==> config.mk <==
export PLATFORM = sky130hd
export DESIGN_NAME = mc_core_seq_flat
export DESIGN_NICKNAME = d
export VERILOG_FILES = /design/src/rtl/mc_core_seq_if.sv /design/src/rtl/mc_core_seq.sv /design/src/flat_wrapper.sv
export SDC_FILE = /design/constraint.sdc
export NUM_CORES = 1
export LEC_CHECK = 0
export BUFFER_PORTS_ARGS = -buffer_cell sky130_fd_sc_hd__buf_2
export CAP_MARGIN = 20
export CORE_AREA = 2 2 121 123
export CTS_CLUSTER_SIZE = 20
export DETAILED_ROUTE_END_ITERATION = 10
export DIE_AREA = 0 0 123 125
export GPL_TIMING_DRIVEN = 1
export PLACE_DENSITY_LB_ADDON = 0.12
export SLEW_MARGIN = 25
export SYNTH_ARGS = -nofsm -noshare
export SYNTH_HDL_FRONTEND = slang
export SYNTH_SLANG_ARGS = --single-unit
export TNS_END_PERCENT = 50
==> constraint.sdc <==
create_clock -name clk -period 1.9 [get_ports clk]
set_input_delay 0.19 -clock clk [delete_from_list [all_inputs] [get_ports clk]]
set_output_delay 0.19 -clock clk [all_outputs]
set_load 0.02 [all_outputs]
==> src/rtl/mc_core_seq_if.sv <==
// mc_core_seq_if: memory-side handshake bundle for the multi-cycle sequencer.
//   master modport : sequencer side (drives requests, receives acks/data)
//   slave modport  : memory side (drives acks/data, receives requests)
// Signals:
//   imem_req/imem_addr -> , <- imem_ack/imem_rdata : instruction fetch
//   dmem_req/dmem_we   -> , <- dmem_ack            : data load/store
//
// Handshake: a request is held high until the cycle its ack is seen. The
// transfer completes in any cycle where req and ack are both high, and this
// includes the first cycle of the request (zero wait). An ack while req is low
// carries no meaning and is ignored. Fetch data is valid only in the imem_ack
// cycle.
interface mc_core_seq_if #(
  parameter int XLEN = 32
);
  logic            imem_req;
  logic [XLEN-1:0] imem_addr;
  logic            imem_ack;
  logic [31:0]     imem_rdata;
  logic            dmem_req;
  logic            dmem_we;
  logic            dmem_ack;

  modport master (
    output imem_req, imem_addr, dmem_req, dmem_we,
    input  imem_ack, imem_rdata, dmem_ack
  );

  modport slave (
    input  imem_req, imem_addr, dmem_req, dmem_we,
    output imem_ack, imem_rdata, dmem_ack
  );
endinterface

==> src/rtl/mc_core_seq.sv <==
// mc_core_seq: multi-cycle FETCH/DECODE/EXEC/MEM/WB sequencer for an RV32I core
// with variable-latency instruction and data memories.
// Ports:
//   clk, rst_n          clock (rising edge), async active-low reset
//   bus                 memory handshake bundle (mc_core_seq_if.master)
//   is_load, is_store   external decode of ir
//   rf_we_dec           external decoded RF write enable
//   npc, wd             external next-PC and write-back data
//   ir, pc, instret     instruction register, program counter, retire count
//   rf_we               RF write strobe, only in WB, suppressed for stores
//   bus_err             sticky error: memory timeout or misaligned npc
//   debug_wb_*          retire trace, zero outside WB
//   state_dbg           current FSM state encoding
module mc_core_seq #(
  parameter int              XLEN     = 32,
  parameter logic [XLEN-1:0] RESET_PC = '0,
  parameter int              MAX_WAIT = 15
) (
  input  logic              clk,
  input  logic              rst_n,
  mc_core_seq_if.master     bus,
  input  logic              is_load,
  input  logic              is_store,
  input  logic              rf_we_dec,
  input  logic [XLEN-1:0]   npc,
  input  logic [XLEN-1:0]   wd,
  output logic [31:0]       ir,
  output logic [XLEN-1:0]   pc,
  output logic              rf_we,
  output logic              bus_err,
  output logic [31:0]       instret,
  output logic              debug_wb_have_inst,
  output logic [XLEN-1:0]   debug_wb_pc,
  output logic              debug_wb_ena,
  output logic [4:0]        debug_wb_reg,
  output logic [XLEN-1:0]   debug_wb_value,
  output logic [2:0]        state_dbg
);

  typedef enum logic [2:0] {
    S_FETCH  = 3'd0,
    S_DECODE = 3'd1,
    S_EXEC   = 3'd2,
    S_MEM    = 3'd3,
    S_WB     = 3'd4,
    S_ERR    = 3'd5
  } state_t;

  localparam int             WCW      = (MAX_WAIT > 0) ? $clog2(MAX_WAIT + 1) : 1;
  localparam logic [WCW-1:0] WAIT_LIM = WCW'(MAX_WAIT);

  state_t         state, state_next;
  logic [WCW-1:0] wait_cnt;
  logic           wait_expired;
  logic           npc_misaligned;
  logic           in_wb;

  // The last allowed request cycle is the one where wait_cnt has reached the
  // limit; a missing ack there is the timeout. MAX_WAIT=0 disables it.
  assign wait_expired   = (MAX_WAIT != 0) && (wait_cnt == WAIT_LIM);
  assign npc_misaligned = |npc[1:0];
  assign in_wb          = (state == S_WB);

  always_comb begin
    state_next = state;
    case (state)
      S_FETCH: begin
        if (bus.imem_ack)      state_next = S_DECODE;
        else if (wait_expired) state_next = S_ERR;
      end
      S_DECODE: state_next = S_EXEC;
      S_EXEC:   state_next = (is_load || is_store) ? S_MEM : S_WB;
      S_MEM: begin
        if (bus.dmem_ack)      state_next = S_WB;
        else if (wait_expired) state_next = S_ERR;
      end
      S_WB:     state_next = npc_misaligned ? S_ERR : S_FETCH;
      S_ERR:    state_next = S_ERR;
      default:  state_next = S_ERR;
    endcase
  end

  always_ff @(posedge clk or negedge rst_n) begin
    if (!rst_n) begin
      state    <= S_FETCH;
      wait_cnt <= '0;
      pc       <= RESET_PC;
      ir       <= '0;
      instret  <= '0;
      bus_err  <= 1'b0;
    end else begin
      state <= state_next;

      // Counts request cycles without ack; any state change restarts it.
      if (state_next != state)
        wait_cnt <= '0;
      else if ((MAX_WAIT != 0) && (state == S_FETCH || state == S_MEM))
        wait_cnt <= wait_cnt + 1'b1;

      if (state == S_FETCH && bus.imem_ack)
        ir <= bus.imem_rdata;

      // A misaligned npc still retires the instruction but keeps the old pc.
      if (in_wb) begin
        instret <= instret + 32'd1;
        if (!npc_misaligned)
          pc <= npc;
      end

      if (state_next == S_ERR)
        bus_err <= 1'b1;
    end
  end

  // The state register resets to FETCH, so the fetch request is additionally
  // qualified by rst_n to stay low while reset is held.
  assign bus.imem_req  = rst_n && (state == S_FETCH);
  assign bus.imem_addr = pc;
  assign bus.dmem_req  = (state == S_MEM);
  assign bus.dmem_we   = (state == S_MEM) && is_store;

  assign rf_we              = in_wb && rf_we_dec && !is_store;
  assign debug_wb_have_inst = in_wb;
  assign debug_wb_pc        = in_wb ? pc : '0;
  assign debug_wb_ena       = rf_we;
  assign debug_wb_reg       = in_wb ? ir[11:7] : 5'd0;
  assign debug_wb_value     = in_wb ? wd : '0;
  assign state_dbg          = state;

endmodule

==> src/flat_wrapper.sv <==
// flat-port wrapper written by rule: the top's interface ports become plain ports
module mc_core_seq_flat 
#(
  parameter int              XLEN     = 32,
  parameter logic [XLEN-1:0] RESET_PC = '0,
  parameter int              MAX_WAIT = 15
)
  (clk, rst_n, is_load, is_store, rf_we_dec, npc, wd, ir, pc, rf_we, bus_err, instret, debug_wb_have_inst, debug_wb_pc, debug_wb_ena, debug_wb_reg, debug_wb_value, state_dbg, bus_imem_req, bus_imem_addr, bus_dmem_req, bus_dmem_we, bus_imem_ack, bus_imem_rdata, bus_dmem_ack);
  mc_core_seq_if #(.XLEN(XLEN)) bus_i ();
  input  logic clk;
  input  logic rst_n;
  input  logic is_load;
  input  logic is_store;
  input  logic rf_we_dec;
  input  logic [XLEN-1:0] npc;
  input  logic [XLEN-1:0] wd;
  output logic [31:0] ir;
  output logic [XLEN-1:0] pc;
  output logic rf_we;
  output logic bus_err;
  output logic [31:0] instret;
  output logic debug_wb_have_inst;
  output logic [XLEN-1:0] debug_wb_pc;
  output logic debug_wb_ena;
  output logic [4:0] debug_wb_reg;
  output logic [XLEN-1:0] debug_wb_value;
  output logic [2:0] state_dbg;
  output wire logic [$bits(bus_i.imem_req)-1:0] bus_imem_req;
  output wire logic [$bits(bus_i.imem_addr)-1:0] bus_imem_addr;
  output wire logic [$bits(bus_i.dmem_req)-1:0] bus_dmem_req;
  output wire logic [$bits(bus_i.dmem_we)-1:0] bus_dmem_we;
  input wire logic [$bits(bus_i.imem_ack)-1:0] bus_imem_ack;
  input wire logic [$bits(bus_i.imem_rdata)-1:0] bus_imem_rdata;
  input wire logic [$bits(bus_i.dmem_ack)-1:0] bus_dmem_ack;
  assign bus_imem_req = bus_i.imem_req;
  assign bus_imem_addr = bus_i.imem_addr;
  assign bus_dmem_req = bus_i.dmem_req;
  assign bus_dmem_we = bus_i.dmem_we;
  assign bus_i.imem_ack = bus_imem_ack;
  assign bus_i.imem_rdata = bus_imem_rdata;
  assign bus_i.dmem_ack = bus_dmem_ack;
  mc_core_seq #(.XLEN(XLEN), .RESET_PC(RESET_PC), .MAX_WAIT(MAX_WAIT)) u_core (.clk(clk), .rst_n(rst_n), .bus(bus_i), .is_load(is_load), .is_store(is_store), .rf_we_dec(rf_we_dec), .npc(npc), .wd(wd), .ir(ir), .pc(pc), .rf_we(rf_we), .bus_err(bus_err), .instret(instret), .debug_wb_have_inst(debug_wb_have_inst), .debug_wb_pc(debug_wb_pc), .debug_wb_ena(debug_wb_ena), .debug_wb_reg(debug_wb_reg), .debug_wb_value(debug_wb_value), .state_dbg(state_dbg));
endmodule
==> metrics, run 1 <==
status=completed; Register Area=between 2000 and 3000 um2; most frequent cells in the layout=buf_2 (246), nand2_1 (106), dfrtp_1 (103); detailed placement HPWL=about 12,000 um; most frequent CP cell=buf_4; first-pass GRT wire length=24,540 um; initial antenna violation count=7; crit-path cells=buf_4 > nor2_4 > buf_12 > clkbuf_16 > and3_1 > buf_4; CP endpoint kind=primary output; CTS tree=yes; Max Root-Sink Buffers=2; final instance area=7276 um2; Synth warnings=0; CP Launch Type=flip-flop; final setup TNS=0 ns; final period utilization=about 99%; Post-route DRC=0; vias in the first global route=about 4,500; biggest area consumer among synthesized cells=dfrtp_1; GRT Util Overall=20.83%; final setup fails=0; Synth cell types=36; layout cells sized above 1=49.30%; hold_ws=approximately 0.030 ns; Worst-path clk slew=around 0.070 ns; starting density of the core=35.92%; Crit Path Class=flip-flop to primary output; CTS Sinks=104; max incr delay on CP=0.39 ns; crit path max fanout=28; Main synth FF type=dfrtp_1; IO Port Bufs=about 310; Setup WS post-layout=0.01706 ns; 1st-pass router iterations=4; slowest stage cell on the critical path=dfrtp_1; pre-CTS WS=about 0.11 ns; Die Area=15,380 um2; wire per inst=17.29 um; commonest non-fill, non-tap cell in the layout=buf_2; clock skew=0.006613 ns; root buf cell=clkbuf_16; Post-Syn Nets=roughly 610; synthesized instance count=504; number of buffers and inverters on the critical path=4; routed wire length=16,880 um; maxcap violations=0; Slew HR=62.58%; HP Class=input pin to flip-flop; via count=4,730; Core Box Area=~14,000 um2; CTS buffer count=9; sequential element share of the synthesized area=51.01%; Final Net Count=889; drt via density=4.846; Async SR Flop Fraction=100.0%; row cnt=44; Die Height=about 130 um; DIE WIDTH=123 um; number of H-tree levels=3; Detail Route Antenna Nets=0; leading cell types by total area after synthesis=dfrtp_1 (51%), and3_1 (9.0%), nand2_1 (7.8%); share of the synthesized area in the top cell type=between 50% and 60%; Worst EP required=1.71 ns; initial DRC count=189; EDFF count, synth=0; Max Slew Vio Count=0; GPL Wtd Cong=about 0.85; fmax=531.1 MHz; P per Cell Area=1502 nW/um2; largest net degree at the start of global routing=between 100 and 150; multi-input logic area=2107 um2; Period minus WS final=1.883 ns; cell family with most CP delay=buffers and inverters; Slew @ Worst Pin=0.5613 ns; CP arrival=1.69 ns; RSZ-0062 raised after global routing=yes; Static Leak=4.197 nW; final hold violation count=0; VDD IR max=just over 900 uV; I/O Pins=between 300 and 400; area of the mapped netlist=5102 um2; grt ovf=0; Mean Syn Cell Area=10.12 um2; Seq cells post-synth=~100; area of placed instances=6695 um2; later-pin clock latency in the skew report=0.34 ns; fillers=around 1,400; Area growth, synth to finish=42.59%
[area by class of cell]
cell class                      instances  area share, %
Inverter                                5         0.2580
Clock buffer                           14          3.766
Clock inverter                          2         0.1720
Tap cell                              184          3.164
Multi-Input combinational cell        330          28.96
Timing Repair Buffer                  334          27.79
Sequential cell                       104          35.79
Antenna cell                            3         0.1032
[Yosys cell counts (all sizes together), types with 4 or more instances]
cell	instances
inv	5
and2	5
nor2	14
a21oi	4
and4	4
nand2	106
dfrtp	104
nand4	15
xor2	4
mux2	32
xnor2	30
and3	73
nor3	6
nor3b	4
nand3	11
clkbuf	19
buf	46
[logic make-up (layout without fill, tap and decap cells)]
| logic type | Yosys count | after routing | synth area share [%] |
|---|---|---|---|
| fa+ha+maj | 2 | 2 | 0.4904 |
| flops | 104 | 104 | 51.01 |
| xor+xnor | 34 | 34 | 5.836 |
| buf+inv | 70 | 355 | 8.460 |
| other cells | 0 | 3 | 0 |
| mux | 33 | 33 | 7.259 |
| simple gates | 245 | 245 | 24.86 |
| compound gates | 16 | 16 | 2.084 |
[routing by layer]
metal	wire length, um	part of all wire (%)	track usage (%)	vias to the layer above
met2	8452	50	35.59	188
li1	-	-	-	2225
met3	1190	7.1	5.246	23
met1	6929	41	25.59	2292
met5	13	0.077	0	-
met4	293	1.7	6.684	2
[state kept, by name (all words and copies together) (netlist names)]
register / count
u_core.bus_err: 1
u_core.instret: 32
u_core.state_dbg: 3
u_core.ir: 32
u_core.bus.imem_addr: 32
u_core.wait_cnt: 4
[report_power, final]
group | switching (mW) | total, mW | internal (mW)
Sequential | 0.652 | 3.64 | 2.99
Clock | 0.796 | 1.79 | 0.996
Combinational | 3.39 | 5.50 | 2.11
Total | 4.83 | 10.9 | 6.10
[per-stage QoR]
step	total power [mW]	instances	util [%]
5_1_grt	11.60	975	51.21
4_1_cts	10.69	969	49.26
3_5_place_dp	8.845	952	47.14
2_1_floorplan	7.153	504	-
3_3_place_gp	8.740	952	47.14
6_report	10.93	976	51.22
[path summary, 6_finish.rpt]
| kind | slack, ns | start | to | cells after the start |
|---|---|---|---|---|
| setup / recovery | 0.02 | u_core.state_dbg[1] | debug_wb_value[25] | 6 |
| hold / removal | 0.03 | npc[28] | u_core.bus.imem_addr[28] | 3 |
| setup reg to reg | 0.14 | u_core.state_dbg[1] | u_core.instret[26] | 5 |
| hold reg to reg | 0.47 | u_core.instret[31] | u_core.instret[31] | 1 |
| max in group asynchronous | 0.97 | rst_n | u_core.state_dbg[2] | 3 |
| min in group asynchronous | 0.48 | rst_n | u_core.instret[11] | 3 |
[tightest hold or removal path, cell delays in order]
cell	delay, ns
buf_2	0.07
nand2_1	0.04
nand2_1	0.04
[what timing repair did]
item	CTS	global route
resized for setup	1	76
endpoints found under the setup margin	3	56
endpoints found under the hold margin	104	0
setup buffers	0	2
pin swaps	0	3
hold buffers	1	0
cloned	0	2
Note: power is estimated with default switching activity, not from simulation.
==> run 2: changes to the inputs <==
- HOLD_SLACK_MARGIN: default -> 0.15
- REMOVE_ABC_BUFFERS: default -> 1
==> run 2 against run 1 <==
  * Critical path type unchanged
  * Final area increased by 10%
  * Critical endpoint is now debug_wb_pc[30]
  * Clock power increased by 6%
  * Critical path depth unchanged
  * Wire length increased by 2.1%
  * Largest power group unchanged
  * Total power increased by 5.0%
  * First-iteration DRC count increased by 14%
  * Hold slack improved by 0.13 ns
  * Core utilization increased by 5.3 points
  * Register-to-register slack about the same
  * Worst setup slack improved by 0.0043 ns
  * Global-route usage decreased by 0.051 points
  * Combinational power increased by 8.2%
==> metrics, run 2 (synthesized netlist as in run 1, its figures left out) <==
status=completed (unchanged); CTS Sinks=104 (unchanged); later-pin clock latency in the skew report=0.35 ns (was 0.34 ns); final setup TNS=0 ns (unchanged); Cells after DPL=949 (was 952); detailed placement HPWL=11,350 um (was 12,350 um); via count=4,989 (was 4,730); Static Leak=4.516 nW (was 4.197 nW); drt via density=4.797 (was 4.846); CP endpoint kind=primary output (unchanged); overall power after layout=11.48 mW (was 10.93 mW); number of buffers and inverters on the critical path=4 (unchanged); Post-route DRC=0 (unchanged); initial antenna violation count=1 (was 7); Detail Route Antenna Nets=0 (unchanged); crit path max fanout=16 (was 28); Crit Path Class=flip-flop to primary output (unchanged); cell family with most CP delay=buffers and inverters (unchanged); Final Net Count=955 (was 889); first-pass GRT wire length=24,600 um (was 24,540 um); largest net degree at the start of global routing=105 (unchanged); clock skew=0.003619 ns (was 0.006613 ns); maxcap violations=0 (unchanged); fmax=532.3 MHz (was 531.1 MHz); GRT Util Overall=20.78% (was 20.83%); HP Class=input pin to flip-flop (unchanged); slowest stage cell on the critical path=dfrtp_1 (unchanged); routed wire length=17,240 um (was 16,880 um); CTS buffer count=9 (unchanged); Area growth, synth to finish=57.38% (was 42.59%); Worst EP required=1.71 ns (about the same); layout cells sized above 1=46.67% (was 49.30%); IO Port Bufs=309 (unchanged); P_sw=5.003 mW (was 4.834 mW); Die Area=15,380 um2 (unchanged); P per Cell Area=1429 nW/um2 (was 1502 nW/um2); Die Height=125 um (unchanged); CTS tree=yes (unchanged); final hold violation count=0 (unchanged); post-layout util=56.54% (was 51.22%); grt ovf=0 (unchanged); VDD IR max=809.5 uV (was 910.0 uV); Worst-path clk slew=0.07 ns (about the same); final non-filler cell total=1,040 (was 976); crit-path cells=buf_6 > nor2_4 > buf_12 > clkbuf_16 > and3_1 > buf_6 (was buf_4 > nor2_4 > buf_12 > clkbuf_16 > and3_1 > buf_4); final period utilization=98.88% (was 99.10%); internal power=6.475 mW (was 6.095 mW); starting density of the core=35.92% (unchanged); Max Slew Vio Count=0 (unchanged); number of H-tree levels=3 (unchanged); final setup fails=0 (unchanged); initial DRC count=215 (was 189); most frequent CP cell=buf_6 (was buf_4); Slew HR=62.76% (was 62.58%); Core Box Area=14,200 um2 (unchanged); Period minus WS final=1.879 ns (was 1.883 ns); Max Root-Sink Buffers=2 (unchanged); CP Launch Type=flip-flop (unchanged); root buf cell=clkbuf_16 (unchanged); most frequent cells in the layout=buf_2 (270), nand2_1 (106), dfrtp_1 (103) (was buf_2 (246), nand2_1 (106), dfrtp_1 (103)); I/O Pins=310 (unchanged); vias in the first global route=4,834 (was 4,512); DIE WIDTH=123 um (unchanged); Clock Power Share=16.4% (about the same); CP arrival=1.69 ns (about the same); 1st-pass router iterations=4 (unchanged); GPL Wtd Cong=0.8062 (was 0.8496); fillers=1,233 (was 1,381); part of the power in registers=31.7% (was 33.3%); commonest non-fill, non-tap cell in the layout=buf_2 (unchanged); Switching Share=43.59% (was 44.23%); combinational power share=51.9% (was 50.3%); RSZ-0062 raised after global routing=yes (unchanged); wire per inst=16.58 um (was 17.29 um); Slew @ Worst Pin=0.5586 ns (was 0.5613 ns); max incr delay on CP=0.40 ns (was 0.39 ns); row cnt=44 (unchanged)
-- run 2: cell types whose count changed in the layout (fill, tap and decap cells not counted), moves of 2 or more --
cell	before	now
and3_1	73	68
and3_4	0	5
buf_12	5	7
buf_16	0	2
buf_2	246	270
buf_4	72	34
buf_6	4	21
buf_8	2	0
clkbuf_4	2	0
clkbuf_8	3	1
diode_2	3	1
dlygate4sd3_1	1	63
-- run 2: timing repair --
action                                 4_1_cts  5_1_grt
pin swaps                                    2        5
gates resized for setup                     35       40
gates cloned                                 1        3
endpoints found under the hold margin      166        0
buffers inserted                             2        6
hold buffers                                63        0
setup endpoints to repair                   68       71
-- run 2: power groups by stage --
| stage | registers, mW | clock network (mW) | logic [mW] |
|---|---|---|---|
| 5_1_grt | 3.76 | 2.04 | 6.34 |
| 6_report | 3.64 | 1.89 | 5.95 |
| 3_3_place_gp | 3.61 | 0 | 5.05 |
| 3_5_place_dp | 3.66 | 0 | 5.09 |
| 4_1_cts | 3.63 | 1.96 | 5.49 |
| 2_1_floorplan | 5.01 | 0 | 1.54 |
-- run 2: worst paths after layout --
kind / startpoint / end / slack [ns] / cells past startpoint
min in group asynchronous: rst_n / u_core.instret[29] / 0.47 / 3
min reg2reg: u_core.bus_err / u_core.bus_err / 0.47 / 1
max reg2reg: u_core.state_dbg[1] / u_core.bus.imem_addr[0] / 0.14 / 4
min: npc[0] / u_core.bus.imem_addr[26] / 0.16 / 4
max in group asynchronous: rst_n / u_core.instret[10] / 0.99 / 3
max: u_core.state_dbg[0] / debug_wb_pc[30] / 0.02 / 6
-- run 2: metal layers --
layer  share of wire [%]  GRT usage [%]  wire (um)  up-vias
met1                  41          24.70       6990     2416
li1                    -              -          -     2357
met4                 2.6          8.623        441        0
met2                  51          36.24       8757      191
met3                 6.1          4.151       1049       25
met5                   0              0          0        -
-- run 2: area by class of cell --
class / count / area (um2) / share of cell area, %
repair buffers: 400 / 2744 / 34.17
multi-input cells: 330 / 2132 / 26.55
flip-flops and latches: 104 / 2604 / 32.42
inverters: 5 / 18.77 / 0.2337
clock inverters: 5 / 56.30 / 0.7012
diodes: 1 / 2.502 / 0.03116
well taps: 184 / 230.2 / 2.867
clock buffers: 11 / 242.7 / 3.023
-- run 2: metrics by stage --
stage	hold slack, ns	instance area (um2)	setup slack (ns)
detailed placement	0.3411	6668	0.1317
CTS	0.1579	7764	-0.01341
global route	0.1685	8030	-0.02969
global placement	0.3436	6668	0.1790
finish	0.1613	8030	0.02136
floorplan	-0.1056	4690	-1.341
-- run 2: worst reg2reg max path, stage by stage, from the launching register on --
cell,delay [ns]
dfrtp_1,0.40
or3b_4,0.48
or3_1,0.32
buf_4,0.24
and2_1,0.21
